### config.mk
export PLATFORM = sky130hd
export DESIGN_NAME = signed_seg7_scan
export DESIGN_NICKNAME = d
export VERILOG_FILES = /design/src/rtl/signed_seg7_scan.sv
export SDC_FILE = /design/constraint.sdc
export NUM_CORES = 1
export LEC_CHECK = 0
export ABC_AREA = 1
export BUFFER_PORTS_ARGS = -buffer_cell sky130_fd_sc_hd__buf_4
export CAP_MARGIN = 10
export CORE_AREA = 4 4 108 110
export DETAILED_ROUTE_END_ITERATION = 10
export DIE_AREA = 0 0 112 114
export GPL_TIMING_DRIVEN = 0
export PLACE_DENSITY = 0.57
export SYNTH_ARGS = -nofsm -noshare
export SYNTH_HDL_FRONTEND = slang
export SYNTH_SLANG_ARGS = --single-unit
### constraint.sdc
create_clock -name clk -period 1.6 [get_ports clk]
set_input_delay 0.32 -clock clk [delete_from_list [all_inputs] [get_ports clk]]
set_output_delay 0.32 -clock clk [all_outputs]
set_load 0.01 [all_outputs]
### src/rtl/signed_seg7_scan.sv
// signed_seg7_scan: converts a signed two's-complement value to BCD with a
// sequential double-dabble and drives a multiplexed seven-segment display
// (active-low segments and digit enables, sign lamp, overflow dashes).
module signed_seg7_scan #(
  parameter int WIDTH    = 8,
  parameter int DIGITS   = 3,
  parameter int SCAN_DIV = 1000
) (
  input  logic              clk,
  input  logic              rst_n,
  input  logic [WIDTH-1:0]  value,
  input  logic              load,
  output logic              ready,
  output logic [6:0]        seg,
  output logic [DIGITS-1:0] an,
  output logic              neg_n,
  output logic              ovf
);

  localparam int NB = (WIDTH + 2) / 3;
  localparam int BW = 4 * NB;
  localparam int IW = (DIGITS > 1) ? $clog2(DIGITS) : 1;
  localparam int PW = (SCAN_DIV > 1) ? $clog2(SCAN_DIV) : 1;
  localparam int CW = $clog2(WIDTH);

  localparam logic [1:0] S_IDLE   = 2'd0;
  localparam logic [1:0] S_CONV   = 2'd1;
  localparam logic [1:0] S_COMMIT = 2'd2;

  localparam logic [6:0] SEG_DASH  = 7'b0111111;
  localparam logic [6:0] SEG_BLANK = 7'b1111111;

  logic [1:0]       state;
  logic [CW-1:0]    cnt;
  logic [WIDTH-1:0] mag;
  logic [BW-1:0]    bcd;
  logic [BW-1:0]    bcd_adj;
  logic             sign_q;
  logic [BW-1:0]    disp_bcd;
  logic             ovf_new;
  logic [PW-1:0]    presc;
  logic [IW-1:0]    idx;
  logic [IW-1:0]    idx_next;
  logic             presc_wrap;
  logic [BW-1:0]    src_bcd;
  logic             src_ovf;
  logic [3:0]       cur_dig;
  logic             upper_zero;
  logic [6:0]       seg_next;

  function automatic logic [6:0] glyph(input logic [3:0] d);
    case (d)
      4'd0:    glyph = 7'b1000000;
      4'd1:    glyph = 7'b1111001;
      4'd2:    glyph = 7'b0100100;
      4'd3:    glyph = 7'b0110000;
      4'd4:    glyph = 7'b0011001;
      4'd5:    glyph = 7'b0010010;
      4'd6:    glyph = 7'b0000010;
      4'd7:    glyph = 7'b1111000;
      4'd8:    glyph = 7'b0000000;
      4'd9:    glyph = 7'b0010000;
      default: glyph = 7'b1111111;
    endcase
  endfunction

  assign ready = (state == S_IDLE);

  // Double-dabble correction: add 3 to every BCD digit of 5 or more.
  always_comb begin
    bcd_adj = bcd;
    for (int unsigned i = 0; i < NB; i++) begin
      if (bcd[4*i +: 4] >= 4'd5) bcd_adj[4*i +: 4] = bcd[4*i +: 4] + 4'd3;
    end
  end

  // Overflow: any converted digit beyond the physical digit count is nonzero.
  always_comb begin
    ovf_new = 1'b0;
    for (int unsigned i = 0; i < NB; i++) begin
      if ((i >= DIGITS) && (bcd[4*i +: 4] != 4'd0)) ovf_new = 1'b1;
    end
  end

  // Conversion FSM: capture magnitude, WIDTH shift steps, then commit.
  always_ff @(posedge clk or negedge rst_n) begin
    if (!rst_n) begin
      state    <= S_IDLE;
      cnt      <= '0;
      mag      <= '0;
      bcd      <= '0;
      sign_q   <= 1'b0;
      disp_bcd <= '0;
      neg_n    <= 1'b1;
      ovf      <= 1'b0;
    end else begin
      case (state)
        S_IDLE: begin
          if (load) begin
            sign_q <= value[WIDTH-1];
            mag    <= value[WIDTH-1] ? (~value + WIDTH'(1)) : value;
            bcd    <= '0;
            cnt    <= '0;
            state  <= S_CONV;
          end
        end
        S_CONV: begin
          bcd <= {bcd_adj[BW-2:0], mag[WIDTH-1]};
          mag <= {mag[WIDTH-2:0], 1'b0};
          cnt <= cnt + CW'(1);
          if (cnt == CW'(WIDTH - 1)) state <= S_COMMIT;
        end
        S_COMMIT: begin
          disp_bcd <= bcd;
          neg_n    <= ~sign_q;
          ovf      <= ovf_new;
          state    <= S_IDLE;
        end
        default: state <= S_IDLE;
      endcase
    end
  end

  assign presc_wrap = (presc == PW'(SCAN_DIV - 1));

  // Next digit index; advances only when the prescaler wraps.
  always_comb begin
    idx_next = idx;
    if (presc_wrap) idx_next = (idx == IW'(DIGITS - 1)) ? '0 : idx + IW'(1);
  end

  // Segment source bypasses the display registers during COMMIT so the
  // registered seg output shows the new result on the same edge it commits.
  always_comb begin
    src_bcd    = (state == S_COMMIT) ? bcd : disp_bcd;
    src_ovf    = (state == S_COMMIT) ? ovf_new : ovf;
    cur_dig    = 4'd0;
    upper_zero = 1'b1;
    for (int unsigned i = 0; i < NB; i++) begin
      if (i == 32'(idx_next)) cur_dig = src_bcd[4*i +: 4];
      if ((i >= 32'(idx_next)) && (src_bcd[4*i +: 4] != 4'd0)) upper_zero = 1'b0;
    end
    if (src_ovf) seg_next = SEG_DASH;
    else if ((idx_next != '0) && upper_zero) seg_next = SEG_BLANK;
    else seg_next = glyph(cur_dig);
  end

  // Free-running scan: prescaler, digit index and registered an/seg.
  always_ff @(posedge clk or negedge rst_n) begin
    if (!rst_n) begin
      presc <= '0;
      idx   <= '0;
      an    <= ~DIGITS'(1);
      seg   <= 7'b1000000;
    end else begin
      presc <= presc_wrap ? '0 : presc + PW'(1);
      idx   <= idx_next;
      an    <= ~(DIGITS'(1) << idx_next);
      seg   <= seg_next;
    end
  end

endmodule

* Yosys cells after proc, flatten, opt, wreduce, memory -nomap -nowiden *
Memories as Yosys holds them, arrays and structs flattened.
Cells that the tools add are included.
W data, S select, Z words.

word-level totals
  flip-flop bits (word level) = 62
  latch bits = 0
  RAM bits = 0
  bits in read-only memories = 112
  bits of input ports = 11
  output and inout bits = 13
  logic and storage cells = 79
  memories = 1

memories
  name             depth  width  rd ports  clocked after memory_dff  write ports  line  source
  (no name shown)  16     7      1         0                         0            52    case (d)

operators by class
  add/sub/neg operators = 7
  multiply operators = 0
  div/mod/pow operators = 0
  $lt $le $gt $ge = 6
  equal/unequal tests = 9
  shift-type cells = 1
  multiplexer cells = 26
  bitwise gates (word level) = 3
  reductions and logical operators = 14

operator list
  operator                 number
  $mux W12                 2
  $pmux W12 S2             1
  $mux W4                  5
  $mux W8                  2
  $pmux W8 S2              1
  $mux W7                  2
  $ge A4 B3 Y1 const B     3
  $reduce_bool A4 Y1       3
  $add A10 B1 Y10 const B  1
  $eq A10 B10 Y1 const B   1
  $mux W10                 1
  $add A4 B2 Y4 const B    2
  $add A8 B1 Y8 const B    1
  $mux W2                  4
  $not A8 Y8               1
  $mux W3                  2
  $pmux W3 S2              1
  $reduce_and A2 Y1        3
  $eq A2 B2 Y1 const B     2
  $ge A1 B2 Y1 const A     2
  $logic_and A1 B1 Y1      4
  $logic_not A2 Y1         2
  $mux W1                  4
  $ne A2 B2 Y1 const B     2
  13 further kinds         14

* Logic depth before layout (Yosys ltp) *
Gate-level depths: netlist (run 1).

  depth after elaboration = 11
  depth in mapped cells = 14
  mapped depth without buffers = 14

* Least setup slack after synthesis (run 1) *
No wires, ideal clock.

  kind = register to register
  start point = register presc[0]
  end point = register seg[6]
  library setup time = 0.073 ns
  data arrival time = 1.745 ns
  required time = 1.527 ns
  slack = -0.218 ns
  cell stages (with the launch flop) = 15
  buffers on the path = 0
  clock period less this slack = 1.818 ns
  path through = dfrtp_1 ha_1 nand2_2 nor2_4 nand2_4 nand2_2 nand2_4 nor2_2 nand2_1 nand3_2 ha_1 inv_1 nand2_1 nand3_1 a21oi_1

on the way
  cells in the longest elaborated chain, start to end = 10
  elaborated cells on any way between the ends = 22
  those cells by class = order compare (3); eq/ne (3); mux (9); reduce/logical (6); memory (1)

RTL lines
  element                                                 line  source
  start: declaration                                      41    logic [PW-1:0] presc;
  start signal: assignment                                156   presc <= presc_wrap ? '0 : presc + PW'(1);
  $eq A10 B10 Y1 *                                        124   assign presc_wrap = (presc == PW'(SCAN_DIV - 1));
  $mux W2 *                                               129   if (presc_wrap) idx_next = (idx == IW'(DIGITS - 1)) ? '0 : idx + IW'(1);
  named net idx_next[1]                                   43    logic [IW-1:0] idx_next;
  branches (longest 6 deep; another with $mem_v2 Z16 W7)  n/a
  $mux W7 *                                               144   else if ((idx_next != '0) && upper_zero) seg_next = SEG_BLANK;
  $mux W7 *                                               n/a
  named net seg_next[6]                                   49    logic [6:0] seg_next;
  end signal: assignment                                  159   seg <= seg_next;
  end: declaration                                        14    output logic [6:0] seg,

Mark *: on every way through the listed nets, which the timed path passes.
A chain may end at the register's enable or synchronous reset.

* Worst setup path after layout (run 1) *
  start point = register presc[1]
  end point = register seg[6]

Same word-level chain as after synthesis.

==> results by group, run 1 <==
Status
  – Status: finished, violations left
  – Failing checks: negative setup slack

Power and ir drop
  – Leakage: 1.94 nW
  – Worst vdd ir: 0.000579 V
  – Total power after layout: 0.00654 W
  – Pwr dens: 1660 mW/mm^2

Place
  – Global placement routability congestion: 0.825
  – Dpl ws: -0.387 ns
  – Post-DP HPWL: 4.51 mm
  – I/O Buffers: 23

Logic synthesis
  – Synth top area share: 46.5%
  – Post-synthesis xor/xnor area fraction: 1.96%
  – Most frequent cell after synthesis: nand2_1
  – Simple-gate share of the synthesized area: 24.2%
  – Async S/R FF share, synth: 100%
  – Synth cell count leaders: nand2_1, dfrtp_1, inv_1
  – Syn avg cell area: 8.70 um^2
  – Sequential area share after synthesis: 49.8%
  – EDFF count, synth: 0
  – Syn_nets: 381
  – Yosys cell types: 32
  – Main synth FF type: dfrtp_1
  – Largest area contributor in the netlist: dfrtp_1
  – Adder-Cell Fraction of Synth Area: 4.41%
  – Synth area leaders: dfrtp_1, nand2_1, o21ai_0
  – Synth Register Bits: 62
  – Largest family of logic cells by synthesized area: simple AND/OR/NAND/NOR gates
  – YS warnings: 0
  – Post-synthesis mux area share: 0%
  – Synth Instances: 359
  – Post-Syn Area: 0.00312 mm^2
  – Compound-Gate Fraction of Synth Area: 12.3%

Clocking
  – Worst-Skew Late Latency: 0.34 ns
  – Sink Count: 62
  – CTS clk-pin slew, worst paths: 0.07 ns
  – H-Tree Depth: 3
  – CTS tree: built
  – CTS max path bufs: 2
  – TritonCTS buffer count: 9
  – Clk Tree Root Cell: clkbuf_8
  – # hold bufs at CTS: 0

Timing
  – Setup TNS Final: -2.12 ns
  – Unrepaired setup endpoints after global routing: true
  – Slew HR: 47.7%
  – Final setup violation count: 7
  – Worst setup margin: -0.337 ns
  – Fmax: 0.516 GHz
  – Skew final: 0.00866 ns
  – Final hold viol count: 0
  – Least-Margin Pin Slew: 0.784 ns
  – Min Clock Period, post-route: 1.94 ns
  – Hold slack final: 0.0537 ns
  – Crit share post-route: 121%
  – Slew Limit Fails: 0

Setup path
  – CP max stage cell: dfrtp_1
  – CP max FO: 8
  – Crit end category: flop
  – CP Cell Sequence: ha_2 -> nand2_2 -> nor2_4 -> nand3b_1 -> nand2_8 -> nor2_2 -> nand2_2 -> nand3_4 -> buf_4 -> inv_1 -> nand3_2 -> a21oi_2
  – Critical Path Max Stage Delay: 0.36 ns
  – Setup Crit Path Kind: reg2reg
  – Critical Path AT: 2.21 ns
  – Worst Path Required: 1.87 ns
  – Startpoint Class: flop
  – Cell mode on critical path: nand2_2

Die
  – Core Rows: 38
  – Initial Utilization: 29.2%
  – Die Width: 112 um
  – Die Y: 114 um
  – Core ar.: 0.0107 mm^2
  – I/O pin count: 24
  – Full die area: 0.0128 mm^2

Route
  – Drt pass-1 iters: 4
  – WL/cell: 11.9 um
  – Routed Antenna Nets: 0
  – Number of vias per cell: 4.48
  – Total Wirelength: 6.57 mm
  – Detailed-route via count: 2,472
  – Iter 0 DRT Violations: 94
  – DRC Markers: 0

Hold path
  – Hold Crit Class: in2async

Final layout
  – Number of fill cells in the layout: 1,088
  – Area added between synthesis and finish: 26.2%
  – Diode count: 0
  – Layout cell share with drive strength beyond 1: 26.9%
  – Fin nets: 429

GRT
  – Gr usage total: 10.6%
  – Pin count of the biggest net entering global routing: 63
  – Initial antenna violation count: 0
  – Total gr overflow: 0
  – Number of global-route vias before repair: 2,410
  – First-pass GRT wire length: 11.1 mm

Run
  – Max-capacitance violation count: 0
[sequential cells by signal, indices dropped and copies added (netlist names)]
| signal | count |
|---|---|
| idx | 2 |
| cnt | 3 |
| mag | 8 |
| an | 3 |
| ovf | 1 |
| state | 2 |
| neg_n | 1 |
| seg | 7 |
| bcd | 12 |
| sign_q | 1 |
| disp_bcd | 12 |
| presc | 10 |
[path summary, 6_finish.rpt]
| kind | startpoint | to | slack (ns) | cells past startpoint |
|---|---|---|---|---|
| min in group clk | value[2] | mag[2] | 0.26 | 3 |
| max | presc[1] | seg[6] | -0.34 | 12 |
| max in group asynchronous | rst_n | bcd[8] | 1.02 | 1 |
| max reg2reg | presc[1] | seg[6] | -0.34 | 12 |
| min | rst_n | presc[2] | 0.05 | 1 |
| min reg2reg | sign_q | neg_n | 0.48 | 1 |
[layout make-up]
cell class	instances	area (um^2)	share of cell area, %
Sequential cell	62	1560	39.5
Multi-Input combinational cell	237	1510	38.4
Timing Repair Buffer	37	294	7.46
Inverter	54	203	5.14
Tap cell	140	175	4.45
Clock buffer	12	145	3.68
Buffer	6	32.5	0.826
Clock inverter	4	22.5	0.572
[cell usage in the layout, fill, tap and decap left out, types with 6 or more instances in the layout]
cell type and count:
buf_4 35, ha_1 9, xor2_1 7, a21oi_1 6
nand2_4 9, nand3_1 22, nand3_2 8, o21ai_0 38
dfrtp_1 58, nor2_1 26, clkbuf_8 10, nand2_1 54
nor2_4 6, nand2_2 10, inv_1 51
[power by group]
part | internal (W) | switching [W] | total [W]
registers | 0.00213 | 0.000250 | 0.00238
clock network | 0.000597 | 0.000611 | 0.00121
logic | 0.00124 | 0.00171 | 0.00295
[critical path: cells and delay by family (launching register included)]
kind	cells	cell delay, ns
adder cells (fa/ha/maj)	1	0.20
AND/OR/NAND/NOR	8	0.94
buffers and inverters	2	0.24
flip-flops	1	0.36
AO/OA/AOI/OAI	1	0.14
[kinds of logic (layout without fill, tap and decap cells)]
kind of cell | count (synthesis) | in the layout
AND/OR/NAND/NOR | 152 | 152
AO/OA/AOI/OAI | 67 | 67
flip-flops | 62 | 62
buffers and inverters | 60 | 113
adder cells (fa/ha/maj) | 11 | 11
XOR/XNOR | 7 | 7
[metal layers]
layer  up-vias  routed length (um)  global-route usage, %
met2        50                3070                   17.3
met4         0                 121                   2.64
met1      1138                3070                   13.5
met3        16                 295                   3.77
li1       1268                   -                      -
met5         -                   0                      0
[what timing repair did]
item                       4_1_cts  5_1_grt
setup endpoints to repair       30       21
pin swaps                        8       15
buffers inserted                 5        9
resized for setup                9       33
[metrics by stage]
step / instances / util [%] / instance area, um^2
final: 552 / 36.8 / 3940
after global routing: 552 / 36.8 / 3940
after CTS: 543 / 34.8 / 3720
after detailed placement: 522 / 32.7 / 3490
after global placement: 522 / 32.7 / 3490
after floorplan: 359 / - / 3150
No activity file was read; power rests on OpenSTA's default activity.
==> inputs of run 2 (changes only) <==
- REMOVE_ABC_BUFFERS: unset -> 1
==> results by group, run 2 (synthesis gave the netlist of run 1 again) <==
Status
  – Status: finished, violations left
  – Failing checks: negative setup slack

GRT
  – Number of global-route vias before repair: 2,569
  – Total gr overflow: 0
  – Gr usage total: 11.6%
  – First-pass GRT wire length: 12.0 mm
  – Initial antenna violation count: 0
  – Pin count of the biggest net entering global routing: 63

Die
  – Core Rows: 38
  – Core ar.: 0.0107 mm^2
  – I/O pin count: 24
  – Initial Utilization: 29.2%
  – Full die area: 0.0128 mm^2
  – Die Width: 112 um
  – Die Y: 114 um

Clocking
  – CTS clk-pin slew, worst paths: 0.07 ns
  – CTS tree: built
  – # hold bufs at CTS: 0
  – CTS max path bufs: 2
  – Clk Tree Root Cell: clkbuf_8
  – Worst-Skew Late Latency: 0.33 ns
  – Sink Count: 62
  – H-Tree Depth: 3
  – TritonCTS buffer count: 9

Timing
  – Fmax: 0.516 GHz
  – Crit share post-route: 121%
  – Hold slack final: 0.0487 ns
  – Slew Limit Fails: 0
  – Worst setup margin: -0.338 ns
  – Setup TNS Final: -2.18 ns
  – Final hold viol count: 0
  – Skew final: 0.00911 ns
  – Slew HR: 47.8%
  – Min Clock Period, post-route: 1.94 ns
  – Unrepaired setup endpoints after global routing: true
  – Least-Margin Pin Slew: 0.783 ns
  – Final setup violation count: 7

Final layout
  – Fin cells: 562
  – Layout cell share with drive strength beyond 1: 31.5%
  – Biggest regs: bcd (12), disp_bcd (12), presc (10)
  – Most frequent cells in the layout: dfrtp_1, nand2_1, buf_4
  – Fin nets: 439
  – Final Util: 38.4%
  – Commonest non-fill, non-tap cell in the layout: dfrtp_1
  – Area added between synthesis and finish: 31.7%
  – Diode count: 0

Route
  – Drt pass-1 iters: 4
  – Routed Antenna Nets: 0
  – DRC Markers: 0
  – Detailed-route via count: 2,577
  – Number of vias per cell: 4.59
  – Total Wirelength: 7.02 mm
  – Iter 0 DRT Violations: 159
  – WL/cell: 12.5 um

Power and ir drop
  – Pwr dens: 1750 mW/mm^2
  – Leakage: 2.02 nW
  – Total power after layout: 0.00719 W
  – Worst vdd ir: 0.000604 V

Setup path
  – CP max stage cell: dfrtp_1
  – Cell mode on critical path: nand2_2
  – Setup Crit Path Kind: reg2reg
  – Startpoint Class: flop
  – Flop2flop setup slack: -0.34 ns
  – Critical Path AT: 2.21 ns
  – Worst Path Required: 1.87 ns
  – Crit path max-delay family: simple AND/OR/NAND/NOR gates
  – CP max FO: 8
  – Buffers & Inverters on Critical Path: 1
  – R2r startpoint: presc[0]
  – Crit end category: flop
  – Critical Path Max Stage Delay: 0.35 ns
  – CP Cell Sequence: ha_2 -> nand2_2 -> nor2_4 -> nand2_4 -> nand2_4 -> nand2_8 -> nor2_4 -> nand2_2 -> nand3_4 -> ha_4 -> inv_2 -> nand2_2 -> nand3_2 -> a21oi_2
  – Critical path origin: presc[0]

Place
  – Global placement routability congestion: 0.804
  – Number of placed cells counting well taps: 516
  – Post-DP HPWL: 4.34 mm
  – I/O Buffers: 23

Hold path
  – Hold Crit Class: in2async

Run
  – Max-capacitance violation count: 0
[run 2: per-layer routing]
metal | track usage [%] | wire [um] | vias to the layer above
met3 | 2.97 | 233 | 14
met1 | 14.7 | 3230 | 1234
met5 | 0 | 0 | -
met2 | 19.4 | 3440 | 41
li1 | - | - | 1288
met4 | 3.61 | 116 | 0
[run 2: final cells by class]
type	count	area, um^2
Fill cell	1059	6590
Sequential cell	62	1560
Multi-Input combinational cell	239	1520
Timing Repair Buffer	50	392
Inverter	54	209
Clock buffer	14	193
Tap cell	140	175
Clock inverter	2	60.1
Timing Repair inverter	1	7.51
[run 2: power by group]
group | internal [W] | switching, W | leakage, nW
clock network | 0.00109 | 0.000588 | 0.129
registers | 0.00213 | 0.000247 | 0.763
logic | 0.00131 | 0.00182 | 1.13
total | 0.00453 | 0.00266 | 2.02
[run 2: worst paths after layout]
kind,end,cells after the start
worst max-delay path,seg[6],14
worst min-delay path,presc[7],1
worst max register to register,seg[6],14
worst min register to register,neg_n,1
max in group asynchronous,state[1],1
min in group clk,mag[3],4
[run 2: per-stage QoR]
step	setup slack, ns	instance area (um^2)
detailed placement	-1.02	3450
global placement	-0.994	3450
CTS	-0.311	3990
floorplan	-0.236	3100
finish	-0.338	4110
global route	-0.504	4110
[run 2: repair_timing]
item,CTS,global route
resized for setup,37,13
hold endpoints to repair,0,0
buffers inserted,17,10
cloned,3,0
endpoints found under the setup margin,32,20
pin swaps,17,15
